===== src/rtl/lif_pkg.sv =====
// Shared types and helpers for the LIF neuron layer: FSM state encoding,
// fixed-point unit constant and a signed saturation helper.
package lif_pkg;

  typedef enum logic [1:0] {
    ST_IDLE,
    ST_UPDATE,
    ST_FINISH
  } state_e;

  localparam int FRAC_BITS = 8;
  localparam int ONE       = 1 << FRAC_BITS;

  // Clamp a wide signed value into the range of a w-bit signed word.
  function automatic logic signed [63:0] saturate(input logic signed [63:0] s,
                                                  input int unsigned        w);
    logic signed [63:0] hi, lo;
    hi = (64'sd1 <<< (w - 1)) - 64'sd1;
    lo = -hi - 64'sd1;
    if (s > hi)      return hi;
    else if (s < lo) return lo;
    else             return s;
  endfunction

endpackage


===== src/rtl/lif_neuron_array_core.sv =====
// Combinational leak/integrate/fire update for one neuron, shared by the
// whole layer in time.
module lif_update_core
  import lif_pkg::*;
#(
  parameter int DATA_WIDTH   = 16,
  parameter int LEAK_SHIFT   = 4,
  parameter int REFRAC_STEPS = 4,
  parameter int RC_W         = 3
) (
  input  logic signed [DATA_WIDTH-1:0] v_i,
  input  logic        [RC_W-1:0]       rc_i,
  input  logic signed [DATA_WIDTH-1:0] in_current_i,
  input  logic signed [DATA_WIDTH-1:0] threshold_i,
  input  logic signed [DATA_WIDTH-1:0] v_reset_i,
  output logic signed [DATA_WIDTH-1:0] v_next_o,
  output logic        [RC_W-1:0]       rc_next_o,
  output logic                         fire_o
);

  // Two guard bits hold the worst case v - leak + current without wrap.
  logic signed [DATA_WIDTH+1:0] s;
  logic signed [DATA_WIDTH-1:0] v_sat;

  always_comb begin
    s         = (DATA_WIDTH+2)'(v_i) - (DATA_WIDTH+2)'(v_i >>> LEAK_SHIFT)
              + (DATA_WIDTH+2)'(in_current_i);
    v_sat     = DATA_WIDTH'(saturate(64'(s), DATA_WIDTH));
    v_next_o  = v_sat;
    rc_next_o = '0;
    fire_o    = 1'b0;
    if (rc_i != '0) begin
      rc_next_o = rc_i - RC_W'(1);
      v_next_o  = v_reset_i;
    end else if (v_sat >= threshold_i) begin
      fire_o    = 1'b1;
      v_next_o  = v_reset_i;
      rc_next_o = RC_W'(REFRAC_STEPS);
    end
  end

endmodule


===== src/rtl/lif_neuron_array.sv =====
// Time-multiplexed layer of leaky integrate-and-fire neurons, one update per
// accepted input transfer. Optional per-timestep spike counter: LIF_SPIKE_COUNT_EN.
module lif_neuron_array
  import lif_pkg::*;
#(
  parameter int N_NEURONS    = 16,
  parameter int DATA_WIDTH   = 16,
  parameter int LEAK_SHIFT   = 4,
  parameter int REFRAC_STEPS = 4,
  parameter int IDX_W        = $clog2(N_NEURONS)
) (
  input  logic                  clk,
  input  logic                  reset,
  input  logic                  step_start,
  input  logic [DATA_WIDTH-1:0] threshold,
  input  logic [DATA_WIDTH-1:0] v_reset,
  input  logic                  in_valid,
  output logic                  in_ready,
  input  logic [DATA_WIDTH-1:0] in_current,
  output logic [IDX_W-1:0]      cur_idx,
  output logic                  spike_valid,
  output logic [IDX_W-1:0]      spike_idx,
  output logic                  busy,
  output logic                  step_done
`ifdef LIF_SPIKE_COUNT_EN
  ,
  output logic [$clog2(N_NEURONS+1)-1:0] spike_count
`endif
);

  localparam int RC_W = (REFRAC_STEPS > 0) ? $clog2(REFRAC_STEPS + 1) : 1;

  state_e                               state_q, state_d;
  logic [IDX_W-1:0]                     idx_q, idx_d;
  logic [DATA_WIDTH-1:0]                thr_q, vrst_q;
  logic [N_NEURONS-1:0][DATA_WIDTH-1:0] v_q;
  logic [N_NEURONS-1:0][RC_W-1:0]       rc_q;
  logic                                 spk_vld_q;
  logic [IDX_W-1:0]                     spk_idx_q;

  logic                  xfer, start_acc, last;
  logic [DATA_WIDTH-1:0] v_next;
  logic [RC_W-1:0]       rc_next;
  logic                  fire;

  assign in_ready    = (state_q == ST_UPDATE);
  assign busy        = (state_q != ST_IDLE);
  assign step_done   = (state_q == ST_FINISH);
  assign cur_idx     = idx_q;
  assign spike_valid = spk_vld_q;
  assign spike_idx   = spk_idx_q;
  assign xfer        = in_ready & in_valid;
  assign start_acc   = (state_q == ST_IDLE) & step_start;
  assign last        = (idx_q == IDX_W'(N_NEURONS - 1));

  lif_update_core #(
    .DATA_WIDTH  (DATA_WIDTH),
    .LEAK_SHIFT  (LEAK_SHIFT),
    .REFRAC_STEPS(REFRAC_STEPS),
    .RC_W        (RC_W)
  ) u_core (
    .v_i         (v_q[idx_q]),
    .rc_i        (rc_q[idx_q]),
    .in_current_i(in_current),
    .threshold_i (thr_q),
    .v_reset_i   (vrst_q),
    .v_next_o    (v_next),
    .rc_next_o   (rc_next),
    .fire_o      (fire)
  );

  always_comb begin
    state_d = state_q;
    idx_d   = idx_q;
    case (state_q)
      ST_IDLE: begin
        if (step_start) begin
          state_d = ST_UPDATE;
          idx_d   = '0;
        end
      end
      ST_UPDATE: begin
        if (xfer) begin
          if (last) state_d = ST_FINISH;
          else      idx_d   = idx_q + IDX_W'(1);
        end
      end
      ST_FINISH: begin
        state_d = ST_IDLE;
        idx_d   = '0;
      end
      default: state_d = ST_IDLE;
    endcase
  end

  always_ff @(posedge clk or posedge reset) begin
    if (reset) begin
      state_q <= ST_IDLE;
      idx_q   <= '0;
    end else begin
      state_q <= state_d;
      idx_q   <= idx_d;
    end
  end

  always_ff @(posedge clk or posedge reset) begin
    if (reset) begin
      thr_q  <= '0;
      vrst_q <= '0;
    end else if (start_acc) begin
      thr_q  <= threshold;
      vrst_q <= v_reset;
    end
  end

  always_ff @(posedge clk or posedge reset) begin
    if (reset) begin
      v_q  <= '0;
      rc_q <= '0;
    end else if (xfer) begin
      v_q[idx_q]  <= v_next;
      rc_q[idx_q] <= rc_next;
    end
  end

  // Spike is reported the cycle after its transfer.
  always_ff @(posedge clk or posedge reset) begin
    if (reset) begin
      spk_vld_q <= 1'b0;
      spk_idx_q <= '0;
    end else begin
      spk_vld_q <= xfer & fire;
      if (xfer & fire) spk_idx_q <= idx_q;
    end
  end

`ifdef LIF_SPIKE_COUNT_EN
  logic [$clog2(N_NEURONS+1)-1:0] cnt_q;

  always_ff @(posedge clk or posedge reset) begin
    if (reset)            cnt_q <= '0;
    else if (start_acc)   cnt_q <= '0;
    else if (xfer & fire) cnt_q <= cnt_q + 1'b1;
  end

  assign spike_count = cnt_q;
`endif

endmodule


===== config.mk =====
export PLATFORM = sky130hd
export DESIGN_NAME = lif_neuron_array
export DESIGN_NICKNAME = d
export VERILOG_FILES = /design/src/rtl/lif_pkg.sv /design/src/rtl/lif_neuron_array_core.sv /design/src/rtl/lif_neuron_array.sv
export SDC_FILE = /design/constraint.sdc
export NUM_CORES = 1
export LEC_CHECK = 0
export BUFFER_PORTS_ARGS = -buffer_cell sky130_fd_sc_hd__buf_2
export CORE_MARGIN = 2
export CORE_UTILIZATION = 55
export DETAILED_ROUTE_END_ITERATION = 16
export HOLD_SLACK_MARGIN = 0.03
export PLACE_DENSITY = 0.81
export SLEW_MARGIN = 30
export SYNTH_ARGS = -nofsm -noshare
export SYNTH_HDL_FRONTEND = slang
export SYNTH_SLANG_ARGS = --single-unit

===== constraint.sdc =====
create_clock -name clk -period 15.05 [get_ports clk]
set_clock_uncertainty 0.05 [all_clocks]
set_input_delay 2.2575 -clock clk [delete_from_list [all_inputs] [get_ports clk]]
set_output_delay 2.2575 -clock clk [all_outputs]
set_load 0.02 [all_outputs]

==> results of run 1 <==
-- path summary, 6_finish.rpt --
path | start | end | slack [ns] | depth (start not counted)
worst min-delay path | rc_q[8]$_DFFE_PP0P_ | rc_q[8]$_DFFE_PP0P_ | 0.42 | 2
worst min register to register | rc_q[8]$_DFFE_PP0P_ | rc_q[8]$_DFFE_PP0P_ | 0.42 | 2
worst max-delay path | cur_idx[1]$_DFFE_PP0P_ | v_q[213]$_DFFE_PP0P_ | 5.51 | 22
min in group asynchronous | reset | vrst_q[7]$_DFFE_PP0P_ | 1.79 | 2
worst max register to register | cur_idx[1]$_DFFE_PP0P_ | v_q[213]$_DFFE_PP0P_ | 5.51 | 22
max in group asynchronous | reset | cur_idx[1]$_DFFE_PP0P_ | 11.27 | 4
-- state kept, by name, summed over array words and instances, names as in the netlist --
signal and cells:
v_q 256, rc_q 48, thr_q 16, vrst_q 16, cur_idx 4, spike_idx 4, state_q 2, spike_valid 1
-- final cells by class --
type	count	area share, %
antenna	1	0.01312
tap	396	2.597
clock buffer	55	5.574
timing repair buffer	89	2.885
clock inverter	7	0.7082
inverter	86	1.764
sequential	347	45.56
multi-input combinational	1089	40.90
-- logic make-up (layout without fill, tap and decap cells) --
family                   count (synthesis)  count (layout)  synth area share, %
AND/OR/NAND/NOR                        495             495                11.67
AO/OA/AOI/OAI                          387             387                12.77
flip-flops                             347             347                50.60
buffers and inverters                  192             237                4.418
multiplexers                           140             140                15.27
adder cells (fa/ha/maj)                 55              55                4.666
XOR/XNOR                                12              12               0.6124
other                                    0               1                    0
-- synth_stat cells, types with 2 or more instances --
cell	number	area [sq um]
mux2i_1	7	70.07
a21oi_2	5	43.79
xor2_1	5	43.79
buf_1	8	30.03
buf_2	16	80.08
fa_1	15	300.3
and3_1	8	50.05
a2111oi_0	2	17.52
a31oi_1	10	62.56
nand3_1	12	60.06
xnor2_1	7	61.31
a311oi_1	2	17.52
a211oi_1	3	22.52
o211a_1	2	20.02
or2_2	3	18.77
a21oi_1	124	620.6
o21ai_2	2	17.52
o21a_1	2	15.01
nand2_1	305	1145
and2_1	6	37.54
nor2b_1	7	43.79
o21ai_0	185	925.9
mux2i_2	2	27.53
mux2_2	38	427.9
a22oi_1	6	45.04
a311oi_2	2	30.03
nor2_1	126	473.0
clkbuf_1	79	296.5
mux4_2	93	2095
nand2b_1	6	37.54
inv_1	85	319.1
buf_6	2	22.52
ha_1	40	500.5
a21o_1	7	52.55
o21ai_1	3	15.01
nand4_1	6	37.54
dfrtp_1	347	8683
a41oi_1	2	17.52
o31ai_1	2	15.01
o211ai_1	12	90.09
nor3b_1	2	15.01
nor3_1	9	45.04
-- metal layers --
metal | vias to the layer above | wire (microns) | GRT usage [%]
li1 | 5671 | - | -
met1 | 6481 | 17190 | 36.61
met2 | 608 | 21020 | 44.23
met3 | 114 | 3485 | 4.466
met4 | 0 | 1573 | 9.161
met5 | - | 0 | 0
-- worst register-to-register path: cells and delay by family, from the launching register on --
kind,cells,cell delay (ns)
mux,3,1.83
simple gates,4,1.28
flops,1,0.82
buf+inv,3,1.27
compound gates,9,2.83
fa+ha+maj,3,1.31
-- cell usage in the layout, fill, tap and decap left out, types with 3 or more instances in the layout --
master and count:
clkbuf_8 7, xor2_1 5, a22oi_1 6, clkbuf_1 11
o21ai_1 3, and2_1 6, mux4_2 93, inv_1 84
buf_2 63, o211ai_1 12, nand3_2 4, nor3_2 3
nand3_1 8, a211oi_1 3, nor2b_1 7, a21o_1 7
a31oi_1 10, and3_1 8, fa_1 15, bufinv_16 4
a21oi_2 6, dfrtp_1 344, nand4_1 6, clkbuf_16 37
o21ai_0 185, or2_2 3, nand2b_1 6, nor3_1 7
nand2_1 305, xnor2_1 7, buf_4 22, clkinv_2 4
mux2_2 38, a21oi_1 123, mux2i_2 6, ha_1 40
nor2_1 124
-- per-stage QoR --
stage / hold slack (ns) / worst slack [ns] / instance area, sq um
finish: 0.4233 / 5.515 / 19080
global route: 0.4295 / 4.999 / 19080
CTS: 0.4253 / 5.138 / 18990
detailed placement: 0.4109 / 5.156 / 17790
global placement: 0.4035 / 5.295 / 17750
floorplan: 0.3905 / 3.121 / 17160
==> metrics.yaml, run 1 <==
global_routing:
  grt_usage_pct: 26.86
  grt_pass1_vias: 12890
  grt_first_pass_wirelength_microns: 69570
  antenna_found_initial: 0
  grt_start_max_net_pins: 135
  overflow: 0
route:
  antenna_left: 0
  vias_per_cell: 6.219
  vias: 12870
  avgRoutedWirePerCell_microns: 20.91
  firstDrtPassIters: 6
  wl_microns: 43280
  route.detailed.drc: 0
  drt_iter0_markers: 1411
floorplan:
  core_area_sq_mm: 0.03067
  die_x_microns: 180.6
  initial_core_util_pct: 55.96
  num_rows: 64
  fp.dieH_microns: 180.6
  num_io_pins: 64
  dieArea_sq_mm: 0.03263
clock_network:
  ctsHoldBuffers: 0
  cts.reportedPaths.clkPinSlew_ns: 0.06
  clk_latency_ns: 0.51
  cts_tree: "done"
  htree_levels: 2
  numCtsBuffers: 35
  cts_setup_buffers: 0
  post_cts_resized: 0
  root_buffer: "clkbuf_16"
  cts.sinks: 347
  clockBufferDepth: 3
synth:
  ys_types: 65
  yosysSeqAreaShare_pct: 50.60
  syn_inst: 1628
  synth_edf_count: 0
  ys_ff_latch: 347
  avgSynthCellArea_sq_um: 10.54
  synth_nets: 1735
  ys_warn_count: 0
  synth_area_sq_mm: 0.01716
  ys.flop_type: "dfrtp_1"
  synthArstFlopShare_pct: 100.0
final_layout:
  ff_latch_area_sq_mm: 0.008692
  syn_to_final_growth_pct: 11.18
  multi_input_area_sq_mm: 0.007804
  utilization_pct: 62.21
  fin_cells: 2070
  layout-drive-gt1-share_pct: 18.53
  num-fill-cells: 2240
  nets: 1755
critical_path:
  startpoint_type: "flip-flop"
  cp_max_fo: 46
  critPathArrivalTime_ns: 9.83
  crit_family: "compound AO/OA/AOI/OAI gates"
  required_ns: 15.34
  path_buf_inv: 3
  critPathKind: "flip-flop to flip-flop"
  critical_path.cell_chain: "buf_4, mux4_2, mux4_2, fa_1, inv_1, fa_1, nand2b_1, a211oi_2, o2111ai_1, o311ai_2, nand3_1, and2_1, a21oi_1, ha_1, and3_1, o21a_1, a211oi_1, a31oi_1, o21ai_2, clkinv_2, mux2i_2, o21ai_0"
  crit_path_max_incr_delay_ns: 0.82
  endpoint_kind: "flip-flop"
  critPathSlowestCell: "dfrtp_4"
timing:
  drv_slew: 0
  min_period_over_period_pct: 63.36
  rsz0062_at_grt: "no"
  hold_viol: 0
  achievable-frequency_mhz: 104.9
  post-route-min-period_ns: 9.535
  fin_setup_tns_ns: 0
  relSlewSlack_pct: 35.49
  worst_pin_slew_ns: 0.9653
  setup_violations: 0
placed_design:
  gp_congestion: 0.9310
  io_buffers: 63
  dp_hpwl_microns: 28750
  place_inst: 2006
worst_hold_path:
  hold_path_class: "flip-flop to flip-flop"
run:
  maxCapViolations: 0
outcome:
  outcome: "finished, final reports clean"
Power of run 1 is left out: the tool's default activity adds up to more than one toggle a clock period on the data nets, which glitch-free logic cannot reach.
==> run 2: changes to the inputs <==
==> constraint.sdc (replaced) <==
create_clock -name clk -period 9.45 [get_ports clk]
set_clock_uncertainty 0.05 [all_clocks]
set_input_delay 1.4175 -clock clk [delete_from_list [all_inputs] [get_ports clk]]
set_output_delay 1.4175 -clock clk [all_outputs]
set_load 0.02 [all_outputs]
==> metrics.yaml, run 2 (synthesis results as in run 1) <==
critical_path:
  cp_max_fo: 32  # -30%
  critPathArrivalTime_ns: 8.86  # -0.97 ns
  required_ns: 9.75  # -5.59 ns
  r2r_end: "v_q[26]$_DFFE_PP0P_"
  r2r-start: "cur_idx[0]$_DFFE_PP0P_"
  startpoint_type: "flip-flop"
  ff2ff_path_depth: 26  # +18%
  critPathKind: "flip-flop to flip-flop"
  endpoint_kind: "flip-flop"
  reg2reg_slack_ns: 0.90  # -4.62 ns
final_layout:
  largest_register: "v_q"
  top_regs: "v_q: 256 flops, rc_q: 48 flops"
  nets: 1764  # +0.51%
  final_common_cell: "dfrtp_1"
  syn_to_final_growth_pct: 11.48
  fin_cells: 2074  # +0.19%
  layout-drive-gt1-share_pct: 18.65  # +0.12 points
  antenna-diode-count: 0  # -1
  layout.cells.most_common_list: "344 x dfrtp_1, 305 x nand2_1, 185 x o21ai_0"
  largest_reg_flops: 256  # unchanged
clock_network:
  numCtsBuffers: 36  # +2.9%
  cts_tree: "done"
  cts.sinks: 347  # unchanged
  htree_levels: 2  # unchanged
  ctsHoldBuffers: 0  # unchanged
  cts.reportedPaths.clkPinSlew_ns: 0.06  # about the same
  post_cts_resized: 0  # unchanged
  clk_latency_ns: 0.53  # +0.02 ns
  clockBufferDepth: 3  # unchanged
  root_buffer: "clkbuf_16"
  cts_setup_buffers: 0  # unchanged
route:
  route.detailed.drc: 0  # unchanged
  wl_microns: 45490  # +5.1%
  firstDrtPassIters: 6  # unchanged
  avgRoutedWirePerCell_microns: 21.93  # +4.9%
  antenna_left: 0  # unchanged
  vias_per_cell: 6.306  # +1.4%
  vias: 13080  # +1.6%
  drt_iter0_markers: 1381  # -2.1%
floorplan:
  dieArea_sq_mm: 0.03263  # unchanged
  num_io_pins: 64  # unchanged
  die_x_microns: 180.6  # unchanged
  core_area_sq_mm: 0.03067  # unchanged
  initial_core_util_pct: 55.96  # unchanged
  fp.dieH_microns: 180.6  # unchanged
  num_rows: 64  # unchanged
timing:
  rsz0062_at_grt: "no"
  fin_setup_tns_ns: 0  # unchanged
  drv_slew: 0  # unchanged
  hold_viol: 0  # unchanged
  setup_violations: 0  # unchanged
  min_period_over_period_pct: 90.52  # +27 points
  worst_pin_slew_ns: 1.026  # +0.06109 ns
  relSlewSlack_pct: 31.38  # -4.1 points
  post-route-min-period_ns: 8.554  # -0.9814 ns
  achievable-frequency_mhz: 116.9  # +11%
worst_hold_path:
  hold_path_class: "flip-flop to flip-flop"
  worstHoldStart: "v_q[37]$_DFFE_PP0P_"
  holdPathEnd: "v_q[37]$_DFFE_PP0P_"
  whs_path_depth: 2  # unchanged
outcome:
  outcome: "finished, final reports clean"
placed_design:
  dp_hpwl_microns: 30030  # +4.4%
  place_inst: 2013  # +0.35%
  gp_congestion: 0.9769  # +4.9%
  io_buffers: 63  # unchanged
global_routing:
  overflow: 0  # unchanged
  grt_pass1_vias: 13480  # +4.6%
  grt_first_pass_wirelength_microns: 72830  # +4.7%
  grt_usage_pct: 28.34  # +1.5 points
  antenna_found_initial: 0  # unchanged
  grt_start_max_net_pins: 179  # +33%
run:
  maxCapViolations: 0  # unchanged
## run 2: cell count changes in the layout (fill, tap and decap cells not counted), moves of 2 or more
cell	change
clkbuf_8	+2
mux2i_1	+6
nand3_1	+2
nand3_2	-2
bufinv_16	-2
buf_12	+3
clkbuf_1	-5
clkinvlp_4	+2
mux2i_2	-5
buf_4	+5
## run 2: worst max-delay path by stage
stage / slack [ns] / from / end / cells past startpoint
3_5_place_dp: 0.97 / cur_idx[1]$_DFFE_PP0P_ / v_q[67]$_DFFE_PP0P_ / 23
2_1_floorplan: 1.49 / cur_idx[0]$_DFFE_PP0P_ / v_q[108]$_DFFE_PP0P_ / 27
5_1_grt: 0.39 / cur_idx[0]$_DFFE_PP0P_ / v_q[202]$_DFFE_PP0P_ / 26
3_3_place_gp: 1.16 / cur_idx[1]$_DFFE_PP0P_ / v_q[42]$_DFFE_PP0P_ / 23
4_1_cts: 0.93 / cur_idx[1]$_DFFE_PP0P_ / v_q[26]$_DFFE_PP0P_ / 23
6_report: 0.90 / cur_idx[0]$_DFFE_PP0P_ / v_q[26]$_DFFE_PP0P_ / 26
## run 2: worst max-delay path: stages (launching register included)
cell and delay, ns:
dfrtp_4 0.81, buf_12 0.31, mux4_2 0.54, mux4_2 0.48, inv_1 0.13, ha_1 0.24
inv_1 0.06, ha_1 0.18, inv_1 0.07, fa_1 0.40, nand2b_1 0.20, a211oi_2 0.38
o2111ai_1 0.29, o311ai_2 0.41, nand3_1 0.51, and2_1 0.39, a21oi_1 0.16, ha_1 0.27
and3_1 0.19, o21a_1 0.11, a211oi_1 0.30, a31oi_1 0.17, o21ai_2 0.15, buf_4 0.25
clkinv_2 0.27, mux2i_2 0.84, a21oi_1 0.18
## run 2: area by class of cell
class	count	area (sq um)
fill	2254	11540
sequential	347	8692
multi-input combinational	1089	7770
clock buffer	52	1072
timing repair buffer	97	664.4
tap	396	495.5
inverter	86	327.8
clock inverter	7	108.9
## run 2: stage by stage
stage	hold slack (ns)	setup slack, ns	instance area [sq um]	util, %
after floorplan	0.3905	1.494	17170	-
after CTS	0.4284	0.9335	19050	62.12
after global routing	0.4461	0.3852	19130	62.38
after global placement	0.4024	1.163	17840	58.17
final	0.4226	0.8963	19130	62.38
after detailed placement	0.4092	0.9655	17870	58.27
## run 2: per-layer routing
metal	global-route usage, %	vias to the layer above	wire [microns]
met4	13.90	0	2064
met3	5.982	158	3892
li1	-	5707	-
met1	36.23	6539	17070
met2	46.31	675	22460
met5	0	-	0
Power of run 2 is left out for the same reason.
==> run 3: changes to the inputs <==
--- a/config.mk
+++ b/config.mk
@@ -5,9 +5,11 @@
 export SDC_FILE = /design/constraint.sdc
 export NUM_CORES = 1
 export LEC_CHECK = 0
+export ABC_AREA = 1
 export BUFFER_PORTS_ARGS = -buffer_cell sky130_fd_sc_hd__buf_2
 export CORE_MARGIN = 2
 export CORE_UTILIZATION = 55
+export CTS_CLUSTER_SIZE = 8
 export DETAILED_ROUTE_END_ITERATION = 16
 export HOLD_SLACK_MARGIN = 0.03
 export PLACE_DENSITY = 0.81
==> metrics.yaml, run 3 <==
outcome:
  outcome: "finished, final reports clean"
global_routing:
  overflow: 0  # unchanged
  grt_usage_pct: 34.33  # +6.0 points
  grt_start_max_net_pins: 165  # -7.8%
  antenna_found_initial: 0  # unchanged
  grt_first_pass_wirelength_microns: 94260  # +29%
  grt_pass1_vias: 16980  # +26%
final_layout:
  utilization_pct: 61.18  # -1.2 points
  fin_area_sq_mm: 0.02046  # +7.0%
  top_regs: "v_q: 256 flops, rc_q: 48 flops"
  largest_register: "v_q"
  nets: 2541  # +44%
  largest_reg_flops: 256  # unchanged
  final_common_cell: "nand2_1"
  layout.cells.most_common_list: "793 x nand2_1, 345 x dfrtp_1, 264 x nand3_1"
  antenna-diode-count: 0  # unchanged
  syn_to_final_growth_pct: 9.582
  layout-drive-gt1-share_pct: 9.143  # -9.5 points
critical_path:
  r2r-start: "cur_idx[1]$_DFFE_PP0P_"
  cp_max_fo: 84  # +160%
  r2r_end: "v_q[125]$_DFFE_PP0P_"
  reg2reg_slack_ns: 1.50  # +0.60 ns
  path_buf_inv: 6  # unchanged
  critPathArrivalTime_ns: 8.34  # -0.52 ns
  startpoint_type: "flip-flop"
  critPathSlowestCell: "o21ai_4"
  ff2ff_path_depth: 34  # +31%
  crit_top_cell: "nand2_1"
  critPathKind: "flip-flop to flip-flop"
  endpoint_kind: "flip-flop"
  path_depth: 34  # +31%
  required_ns: 9.83  # +0.08 ns
  crit_path_max_incr_delay_ns: 0.59  # -0.25 ns
  crit_family: "simple AND/OR/NAND/NOR gates"
clock_network:
  cts_setup_buffers: 0  # unchanged
  htree_levels: 2  # unchanged
  ctsHoldBuffers: 0  # unchanged
  clockBufferDepth: 3  # unchanged
  numCtsBuffers: 49  # +36%
  cts.reportedPaths.clkPinSlew_ns: 0.05  # about the same
  cts.sinks: 347  # unchanged
  post_cts_resized: 0  # unchanged
  clk_latency_ns: 0.57  # +0.04 ns
  cts_tree: "done"
  root_buffer: "clkbuf_16"
floorplan:
  fp.dieH_microns: 188.3  # +4.2%
  dieArea_sq_mm: 0.03544  # +8.6%
  initial_core_util_pct: 55.83  # -0.13 points
  core_area_sq_mm: 0.03345  # +9.1%
  num_rows: 67  # +4.7%
  die_x_microns: 188.3  # +4.2%
  num_io_pins: 64  # unchanged
placed_design:
  io_buffers: 63  # unchanged
  dp_hpwl_microns: 35090  # +17%
  placed_cell_area_sq_mm: 0.01915  # +7.2%
  gp_congestion: 0.9262  # -5.2%
timing:
  relSlewSlack_pct: 25.85  # -5.5 points
  hold_viol: 0  # unchanged
  setup_violations: 0  # unchanged
  fin_setup_tns_ns: 0  # unchanged
  post-route-min-period_ns: 7.955  # -0.5992 ns
  worst_pin_slew_ns: 1.111  # +0.08457 ns
  min_period_over_period_pct: 84.17  # -6.3 points
  drv_slew: 0  # unchanged
  rsz0062_at_grt: "no"
  achievable-frequency_mhz: 125.7  # +7.5%
route:
  drt_iter0_markers: 2527  # +83%
  vias_per_cell: 6.112  # -3.1%
  antenna_left: 0  # unchanged
  route.detailed.drc: 0  # unchanged
  wirelength_met1_microns: 22990  # +35%
  firstDrtPassIters: 6  # unchanged
  wl_microns: 60550  # +33%
  dr_wl_met2_microns: 26030  # +16%
  highest_layer: "met4"
  wl_met3_microns: 7880  # +100%
  avgRoutedWirePerCell_microns: 20.97  # -4.4%
  vias: 17650  # +35%
synth:
  syn_inst: 2438  # +50%
  synth_edf_count: 0  # unchanged
  ys_types: 40  # -38%
  synth_area_sq_mm: 0.01867  # +8.8%
  yosysSeqAreaShare_pct: 46.50  # -4.1 points
  avgSynthCellArea_sq_um: 7.659  # -27%
  synth.area.top_cells: "dfrtp_1 47%, nand2_1 16%, nand3_1 7.1%"
  synth_nets: 2545  # +47%
  yosysTopAreaCellShare_pct: 46.50  # -4.1 points
  ys_warn_count: 0  # unchanged
  ys_ff_latch: 347  # unchanged
  synthArstFlopShare_pct: 100.0  # unchanged
  yosys-top-cells-count: "794 x nand2_1, 347 x dfrtp_1, 264 x nand3_1, 218 x nor2_1, 204 x o21ai_0"
  synth_top_area_cell: "dfrtp_1"
  post-synth-top-count-cell: "nand2_1"
  ys.flop_type: "dfrtp_1"
worst_hold_path:
  worstHoldStart: "v_q[81]$_DFFE_PP0P_"
  holdPathEnd: "v_q[81]$_DFFE_PP0P_"
  hold_path_class: "flip-flop to flip-flop"
  whs_path_depth: 2  # unchanged
run:
  maxCapViolations: 0  # unchanged
==> run 3: cells by family (layout without fill, tap and decap cells) <==
logic type / Yosys count / in the layout / synth area share, %
compound gates: 358 / 358 / 10.31
xor+xnor: 12 / 12 / 0.5628
fa+ha+maj: 55 / 55 / 4.288
buf+inv: 322 / 323 / 7.525
flops: 347 / 347 / 46.50
mux: 1 / 1 / 0.06030
simple gates: 1343 / 1343 / 30.75
==> run 3: worst max path at each step <==
| stage | start | to | slack [ns] |
|---|---|---|---|
| final | cur_idx[1]$_DFFE_PP0P_ | v_q[125]$_DFFE_PP0P_ | 1.50 |
| after CTS | cur_idx[1]$_DFFE_PP0P_ | v_q[251]$_DFFE_PP0P_ | 1.79 |
| after global routing | cur_idx[1]$_DFFE_PP0P_ | v_q[158]$_DFFE_PP0P_ | 1.13 |
| after global placement | cur_idx[1]$_DFFE_PP0P_ | v_q[158]$_DFFE_PP0P_ | 1.98 |
| after detailed placement | cur_idx[1]$_DFFE_PP0P_ | v_q[75]$_DFFE_PP0P_ | 1.83 |
| after floorplan | cur_idx[0]$_DFFE_PP0P_ | v_q[144]$_DFFE_PP0P_ | 3.28 |
==> run 3: metal layers <==
metal	global-route usage, %	vias to the layer above
li1	-	7834
met1	46.63	8336
met2	50.72	1215
met3	8.400	261
met4	18.99	0
met5	0	-
==> run 3: final cells by class <==
class | instances | area, sq um
timing repair buffer | 98 | 648.1
clock inverter | 4 | 71.32
multi-input combinational | 1769 | 8616
inverter | 169 | 640.6
tap | 448 | 560.5
sequential | 347 | 8688
fill | 2918 | 12990
clock buffer | 52 | 1237
==> run 3: per-stage QoR <==
step                hold WS [ns]  setup WS (ns)  std cells
floorplan                 0.3937          3.280       2438
global placement          0.4064          1.979       2830
detailed placement        0.4098          1.830       2831
CTS                       0.4233          1.790       2887
global route              0.4370          1.128       2887
finish                    0.4227          1.495       2887
==> run 3: worst min-delay path, delay by kind of cell, from the launching register on <==
| family | cells | cell delay (ns) |
|---|---|---|
| flops | 1 | 0.33 |
| simple gates | 2 | 0.10 |
Power of run 3 is left out for the same reason.
